$ cat src/rtl/icache_pkg.sv
// icache_pkg: shared definitions for the instruction cache.
//   - Default bus widths (address / instruction) and cache geometry.
//   - Controller state encoding used by the top-level FSM.
package icache_pkg;

  localparam int ADDR_BUS_W   = 32;
  localparam int INST_BUS_W   = 32;
  localparam int ICACHE_LINES = 16;
  localparam int ICACHE_WORDS = 4;

  typedef enum logic {
    ICACHE_IDLE   = 1'b0,
    ICACHE_REFILL = 1'b1
  } icache_state_e;

endpackage

$ cat src/rtl/icache_store.sv
// icache_store: tag, valid and data arrays of the direct-mapped icache.
// Ports:
//   clk, rst                 clock, asynchronous active-low reset (valid bits only)
//   rd_index_i, rd_offset_i  combinational read address
//   rd_tag_o, rd_valid_o,    tag, valid bit and data word at the read address
//   rd_data_o
//   word_we_i, wr_index_i,   synchronous single-word write
//   wr_offset_i, wr_data_i
//   tag_we_i, wr_tag_i,      synchronous tag + valid write for line wr_index_i
//   wr_valid_i
//   clear_i                  synchronous clear of every valid bit
module icache_store
  import icache_pkg::*;
#(
  parameter int ADDR_W = ADDR_BUS_W,
  parameter int DATA_W = INST_BUS_W,
  parameter int LINES  = ICACHE_LINES,
  parameter int WORDS  = ICACHE_WORDS,
  localparam int OFF_W = $clog2(WORDS),
  localparam int IDX_W = $clog2(LINES),
  localparam int TAG_W = ADDR_W - IDX_W - OFF_W - 2
) (
  input  logic              clk,
  input  logic              rst,
  input  logic [IDX_W-1:0]  rd_index_i,
  input  logic [OFF_W-1:0]  rd_offset_i,
  output logic [TAG_W-1:0]  rd_tag_o,
  output logic              rd_valid_o,
  output logic [DATA_W-1:0] rd_data_o,
  input  logic              word_we_i,
  input  logic [IDX_W-1:0]  wr_index_i,
  input  logic [OFF_W-1:0]  wr_offset_i,
  input  logic [DATA_W-1:0] wr_data_i,
  input  logic              tag_we_i,
  input  logic [TAG_W-1:0]  wr_tag_i,
  input  logic              wr_valid_i,
  input  logic              clear_i
);

  logic [DATA_W-1:0] data_mem [LINES][WORDS];
  logic [TAG_W-1:0]  tag_mem  [LINES];
  logic [LINES-1:0]  valid_q;
  logic [LINES-1:0]  valid_d;

  assign rd_tag_o   = tag_mem[rd_index_i];
  assign rd_valid_o = valid_q[rd_index_i];
  assign rd_data_o  = data_mem[rd_index_i][rd_offset_i];

  // A clear-all beats a concurrent line install, so a fence.i landing on
  // the final refill beat never leaves that line valid.
  always_comb begin
    valid_d = valid_q;
    if (clear_i) begin
      valid_d = '0;
    end else if (tag_we_i) begin
      valid_d[wr_index_i] = wr_valid_i;
    end
  end

  always_ff @(posedge clk or negedge rst) begin
    if (!rst) begin
      valid_q <= '0;
    end else begin
      valid_q <= valid_d;
    end
  end

  // Tag and data arrays carry no reset; the valid bits guard them.
  always_ff @(posedge clk) begin
    if (word_we_i) begin
      data_mem[wr_index_i][wr_offset_i] <= wr_data_i;
    end
    if (tag_we_i) begin
      tag_mem[wr_index_i] <= wr_tag_i;
    end
  end

endmodule

$ cat src/rtl/icache.sv
// icache: direct-mapped read-only instruction cache with line refill.
// Ports:
//   clk, rst        clock, asynchronous active-low reset
//   req_valid_i     fetch request from the PC stage
//   addr_i          fetch byte address (bits [1:0] ignored)
//   wen_i           write flag; write requests are dropped
//   invalidate_i    clear all valid bits (fence.i)
//   data_o          returned instruction (registered)
//   data_valid_o    data_o valid this cycle
//   mem_req_o       backing-memory word read request
//   mem_addr_o      word-aligned backing-memory address
//   mem_valid_i     one-cycle pulse, mem_data_i valid
//   mem_data_i      backing-memory read data
module icache
  import icache_pkg::*;
#(
  parameter int ADDR_W = ADDR_BUS_W,
  parameter int DATA_W = INST_BUS_W,
  parameter int LINES  = ICACHE_LINES,
  parameter int WORDS  = ICACHE_WORDS
) (
  input  logic              clk,
  input  logic              rst,
  input  logic              req_valid_i,
  input  logic [ADDR_W-1:0] addr_i,
  input  logic              wen_i,
  input  logic              invalidate_i,
  output logic [DATA_W-1:0] data_o,
  output logic              data_valid_o,
  output logic              mem_req_o,
  output logic [ADDR_W-1:0] mem_addr_o,
  input  logic              mem_valid_i,
  input  logic [DATA_W-1:0] mem_data_i
);

  localparam int OFF_W  = $clog2(WORDS);
  localparam int IDX_W  = $clog2(LINES);
  localparam int TAG_W  = ADDR_W - IDX_W - OFF_W - 2;
  localparam int LINE_W = TAG_W + IDX_W;

  icache_state_e     state_q, state_d;
  logic [OFF_W-1:0]  cnt_q, cnt_d;
  logic              kill_q, kill_d;
  logic [LINE_W-1:0] line_q, line_d;
  logic [DATA_W-1:0] data_q, data_d;
  logic              data_valid_q, data_valid_d;
  logic              mem_req_q, mem_req_d;
  logic [ADDR_W-1:0] mem_addr_q, mem_addr_d;

  logic [TAG_W-1:0]  rd_tag;
  logic              rd_valid;
  logic [DATA_W-1:0] rd_data;
  logic              word_we;
  logic              tag_we;
  logic              wr_valid;
  logic              hit;
  logic              unused_addr_lsbs;

  assign unused_addr_lsbs = ^addr_i[1:0];

  icache_store #(
    .ADDR_W (ADDR_W),
    .DATA_W (DATA_W),
    .LINES  (LINES),
    .WORDS  (WORDS)
  ) u_store (
    .clk         (clk),
    .rst         (rst),
    .rd_index_i  (addr_i[IDX_W+OFF_W+1:OFF_W+2]),
    .rd_offset_i (addr_i[OFF_W+1:2]),
    .rd_tag_o    (rd_tag),
    .rd_valid_o  (rd_valid),
    .rd_data_o   (rd_data),
    .word_we_i   (word_we),
    .wr_index_i  (line_q[IDX_W-1:0]),
    .wr_offset_i (cnt_q),
    .wr_data_i   (mem_data_i),
    .tag_we_i    (tag_we),
    .wr_tag_i    (line_q[LINE_W-1:IDX_W]),
    .wr_valid_i  (wr_valid),
    .clear_i     (invalidate_i)
  );

  // Lookup sees the array state before any same-cycle invalidate.
  assign hit = rd_valid && (rd_tag == addr_i[ADDR_W-1:IDX_W+OFF_W+2]);

  always_comb begin
    state_d      = state_q;
    cnt_d        = cnt_q;
    kill_d       = kill_q;
    line_d       = line_q;
    data_d       = data_q;
    data_valid_d = 1'b0;
    mem_req_d    = mem_req_q;
    mem_addr_d   = mem_addr_q;
    word_we      = 1'b0;
    tag_we       = 1'b0;
    wr_valid     = 1'b0;

    unique case (state_q)
      ICACHE_IDLE: begin
        kill_d = 1'b0;
        if (req_valid_i && !wen_i) begin
          if (hit) begin
            data_d       = rd_data;
            data_valid_d = 1'b1;
          end else begin
            line_d     = addr_i[ADDR_W-1:OFF_W+2];
            cnt_d      = '0;
            mem_req_d  = 1'b1;
            mem_addr_d = {addr_i[ADDR_W-1:OFF_W+2], {(OFF_W+2){1'b0}}};
            state_d    = ICACHE_REFILL;
          end
        end
      end

      ICACHE_REFILL: begin
        // A fence.i during refill lets the line finish but keeps it invalid.
        if (invalidate_i) begin
          kill_d = 1'b1;
        end
        if (mem_valid_i) begin
          word_we = 1'b1;
          cnt_d   = cnt_q + 1'b1;
          if (cnt_q == OFF_W'(WORDS - 1)) begin
            tag_we    = 1'b1;
            wr_valid  = !(kill_q || invalidate_i);
            mem_req_d = 1'b0;
            kill_d    = 1'b0;
            state_d   = ICACHE_IDLE;
          end else begin
            mem_addr_d = mem_addr_q + ADDR_W'(4);
          end
        end
      end

      default: state_d = ICACHE_IDLE;
    endcase
  end

  always_ff @(posedge clk or negedge rst) begin
    if (!rst) begin
      state_q      <= ICACHE_IDLE;
      cnt_q        <= '0;
      kill_q       <= 1'b0;
      line_q       <= '0;
      data_q       <= '0;
      data_valid_q <= 1'b0;
      mem_req_q    <= 1'b0;
      mem_addr_q   <= '0;
    end else begin
      state_q      <= state_d;
      cnt_q        <= cnt_d;
      kill_q       <= kill_d;
      line_q       <= line_d;
      data_q       <= data_d;
      data_valid_q <= data_valid_d;
      mem_req_q    <= mem_req_d;
      mem_addr_q   <= mem_addr_d;
    end
  end

  assign data_o       = data_q;
  assign data_valid_o = data_valid_q;
  assign mem_req_o    = mem_req_q;
  assign mem_addr_o   = mem_addr_q;

endmodule

$ cat config.mk
export PLATFORM = sky130hd
export DESIGN_NAME = icache
export DESIGN_NICKNAME = d
export VERILOG_FILES = /design/src/rtl/icache_pkg.sv /design/src/rtl/icache_store.sv /design/src/rtl/icache.sv
export SDC_FILE = /design/constraint.sdc
export NUM_CORES = 2
export LEC_CHECK = 0
export BUFFER_PORTS_ARGS = -buffer_cell sky130_fd_sc_hd__buf_2
export CAP_MARGIN = 30
export CORE_MARGIN = 2
export CORE_UTILIZATION = 40
export CTS_CLUSTER_SIZE = 8
export DETAILED_ROUTE_END_ITERATION = 8
export PLACE_DENSITY = 0.56
export SLEW_MARGIN = 20
export SYNTH_ARGS = -nofsm -noshare
export SYNTH_HDL_FRONTEND = slang
export SYNTH_SLANG_ARGS = --single-unit
$ cat constraint.sdc
create_clock -name clk -period 6.15 [get_ports clk]
set_input_delay 0 -clock clk [delete_from_list [all_inputs] [get_ports clk]]
set_output_delay 0 -clock clk [all_outputs]
set_load 0.03 [all_outputs]
==> summary.txt <==
Finish
  • Post-route cell area: 116000 um2
  • Filler cells: 20000
  • Area delta synth->final: 17.7%
  • Fin cells: 8151
  • Final #Nets: 4846
  • Core Util, Final: 47.2%
  • Share of cells above drive strength 1: 32.1%

Synthesis
  • Async SR Flop Fraction: 4.40%
  • Post-synth cell types: 68
  • Post-synthesis cell count: 4233
  • Sequential share of the synthesized area: 77.0%
  • Main synth FF type: edfxtp_1
  • Syn Std Cell Area: 98500 um2
  • Seq cells post-synth: 2544
  • Largest cells by area after synthesis: edfxtp_1 (74%), mux4_2 (17%), dfrtp_1 (2.8%), mux2i_1 (0.91%), buf_2 (0.51%)
  • Post-synth EDFFs: 2432
  • Top-count cell post-synth: edfxtp_1
  • Top post-synthesis cells by count: edfxtp_1 (2432), mux4_2 (740), nor2_1 (124), dfrtp_1 (112), buf_2 (100)
  • Avg Cell Area, Syn: 23.3 um2
  • Synthesis warning total: 0
  • Leading area contributor after synthesis: edfxtp_1
  • Post-synth top area share: 74.1%

Timing
  • Max-slew violation count: 0
  • Skew final: 0.0665 ns
  • Worst rel slew slack: 33.8%
  • Achievable Freq: 0.195 GHz
  • Tcrit/Tclk final: 83.6%
  • Fin. Hold Viols: 0
  • Min Clock Period, post-route: 5.14 ns
  • Slew at the pin with the worst max-slew slack: 0.990 ns
  • Setup WS post-layout: 1.01 ns
  • Final setup fails: 0
  • Sum of negative setup slack: 0 ns
  • Unrepaired setup endpoints after global routing: false

Global routing
  • GRT Overall Usage: 20.2%
  • Vias in the first global route: 48400
  • Global-route wire length before repair: 361 mm
  • Largest net degree at the start of global routing: 114
  • GR Overflow Total: 0
  • Initial antenna violation count: 22

Die
  • Initial core utilization: 40.1%
  • Die W: 500 um
  • Cell Rows: 182
  • Die Y: 500 um
  • Core Box Area: 245000 um2
  • Top Ports: 136
  • Full die area: 250000 um2

Detailed routing
  • Wire per inst: 31.0 um
  • Drt pass-1 iters: 7
  • Post-route ant nets: 0
  • Final WL: 253 mm
  • Total number of vias: 46900
  • Drt initial violations: 5202
  • DRC viols: 0
  • Vias per Instance: 5.76

Clock network
  • Hold buffers post-CTS: 91
  • CTS tree: done
  • Worst-path clk slew: 0.05 ns
  • CTS Buf Count: 368
  • Clock sink count: 2544
  • Setup Fix Bufs, Post-CTS: 0
  • CTS resizes: 0
  • CTS Root Cell: clkbuf_16
  • CTS H-Tree Depth: 5
  • Clk_lat worst skew: 0.93 ns
  • Largest buffer count on any clock path: 4

Critical path
  • Setup CP Type: in2reg
  • Startpoint Class: input pin
  • Crit path DAT: 5.93 ns
  • CP Capture Type: flip-flop
  • Worst-path fanout max: 44
  • Critical Path RT: 6.94 ns
  • R2r setup slk: 1.32 ns

Placed design
  • Post-DP HPWL: 143 mm
  • Area after DPL: 105000 um2
  • GP Congestion: 0.855
  • Cells after DPL: 7522
  • PortBufs: 131
  • Pre-CTS setup slack: 1.28 ns

Pwr
  • Maximum vdd drop: 308 uV
  • LEAKAGE: 37.0 nW
  • Pwr/cell area: 360 nW/um2

Flow run
  • Maximum capacitance violations: 0

Worst hold path
  • HP Class: in2reg

Run status
  • Outcome: finished, final reports clean
[per-stage QoR]
step                      total power [mW]  hold slack (ns)
after CTS                             42.1          0.00162
after floorplan                       22.5           -0.296
after global routing                  43.1           0.0536
final                                 41.7           0.0555
after detailed placement              24.2            0.114
after global placement                24.0            0.104
[worst paths after layout]
path	startpoint	to	depth (start not counted)
min in group asynchronous	rst	mem_addr_o[10]	4
setup reg to reg	u_store.tag_mem[10][9]	line_q[27]	13
max in group asynchronous	rst	data_o[14]	4
hold / removal	addr_i[20]	line_q[16]	4
setup / recovery	addr_i[6]	line_q[27]	16
hold reg to reg	data_o[5]	data_o[5]	1
[placed cells by master (no fill, tap or decap), types with 68 or more instances in the layout]
master / n
buf_2: 114
buf_4: 126
clkbuf_1: 139
clkbuf_16: 376
dfrtp_1: 112
dlygate4sd3_1: 90
edfxtp_1: 2432
mux2i_1: 90
mux4_2: 740
nand2_1: 68
nor2_4: 80
[cell families after synthesis]
group	Yosys count	share of synthesized area, %
other cells	1	0.00381
xor+xnor	22	0.196
compound gates	193	1.34
fa+ha+maj	5	0.0635
simple gates	328	1.56
flops	2544	77.0
mux	890	18.6
buf+inv	250	1.21
[per-layer routing]
metal,vias up,global-route usage [%],share of wire (%)
met5,-,0,0
met2,1665,32.6,49
met3,389,3.25,5.9
met1,25700,28.6,43
li1,19100,-,-
met4,0,5.36,2.4
[critical path: stages]
cell	delay (ns)
dlygate4sd3_1	0.57
buf_8	0.42
buf_4	0.67
mux4_2	0.34
mux2i_1	0.07
mux2i_1	0.45
xnor2_1	0.22
o2111ai_1	0.13
dlygate4sd3_1	0.60
nor4_2	0.17
nand3_1	0.25
dlygate4sd3_1	0.66
nand3_1	0.08
dlygate4sd3_1	0.62
nand2_1	0.06
dlygate4sd3_1	0.55
[flip-flops by register name, indices dropped and copies added, names as in the netlist, 2 cells and up]
| signal | flops |
|---|---|
| u_store.tag_mem | 384 |
| u_store.valid_q | 16 |
| line_q | 28 |
| data_o | 32 |
| u_store.data_mem | 2048 |
| cnt_q | 2 |
| mem_addr_o | 30 |
[area by class of cell]
cell class / instances / area [um2] / area share [%]
Clock inverter: 9 / 86.3 / 0.0745
Sequential cell: 2544 / 75800 / 65.4
Tap cell: 3220 / 4030 / 3.48
Multi-Input combinational cell: 1440 / 22100 / 19.1
Antenna cell: 6 / 15.0 / 0.0130
Timing Repair Buffer: 392 / 3780 / 3.27
Inverter: 25 / 93.8 / 0.0810
Clock buffer: 515 / 9930 / 8.57
[power breakdown]
group	switching, mW	internal (mW)
sequential	0.623	20.0
clock	6.84	11.0
combinational	2.13	1.20
Note: power is estimated with default switching activity, not from simulation.
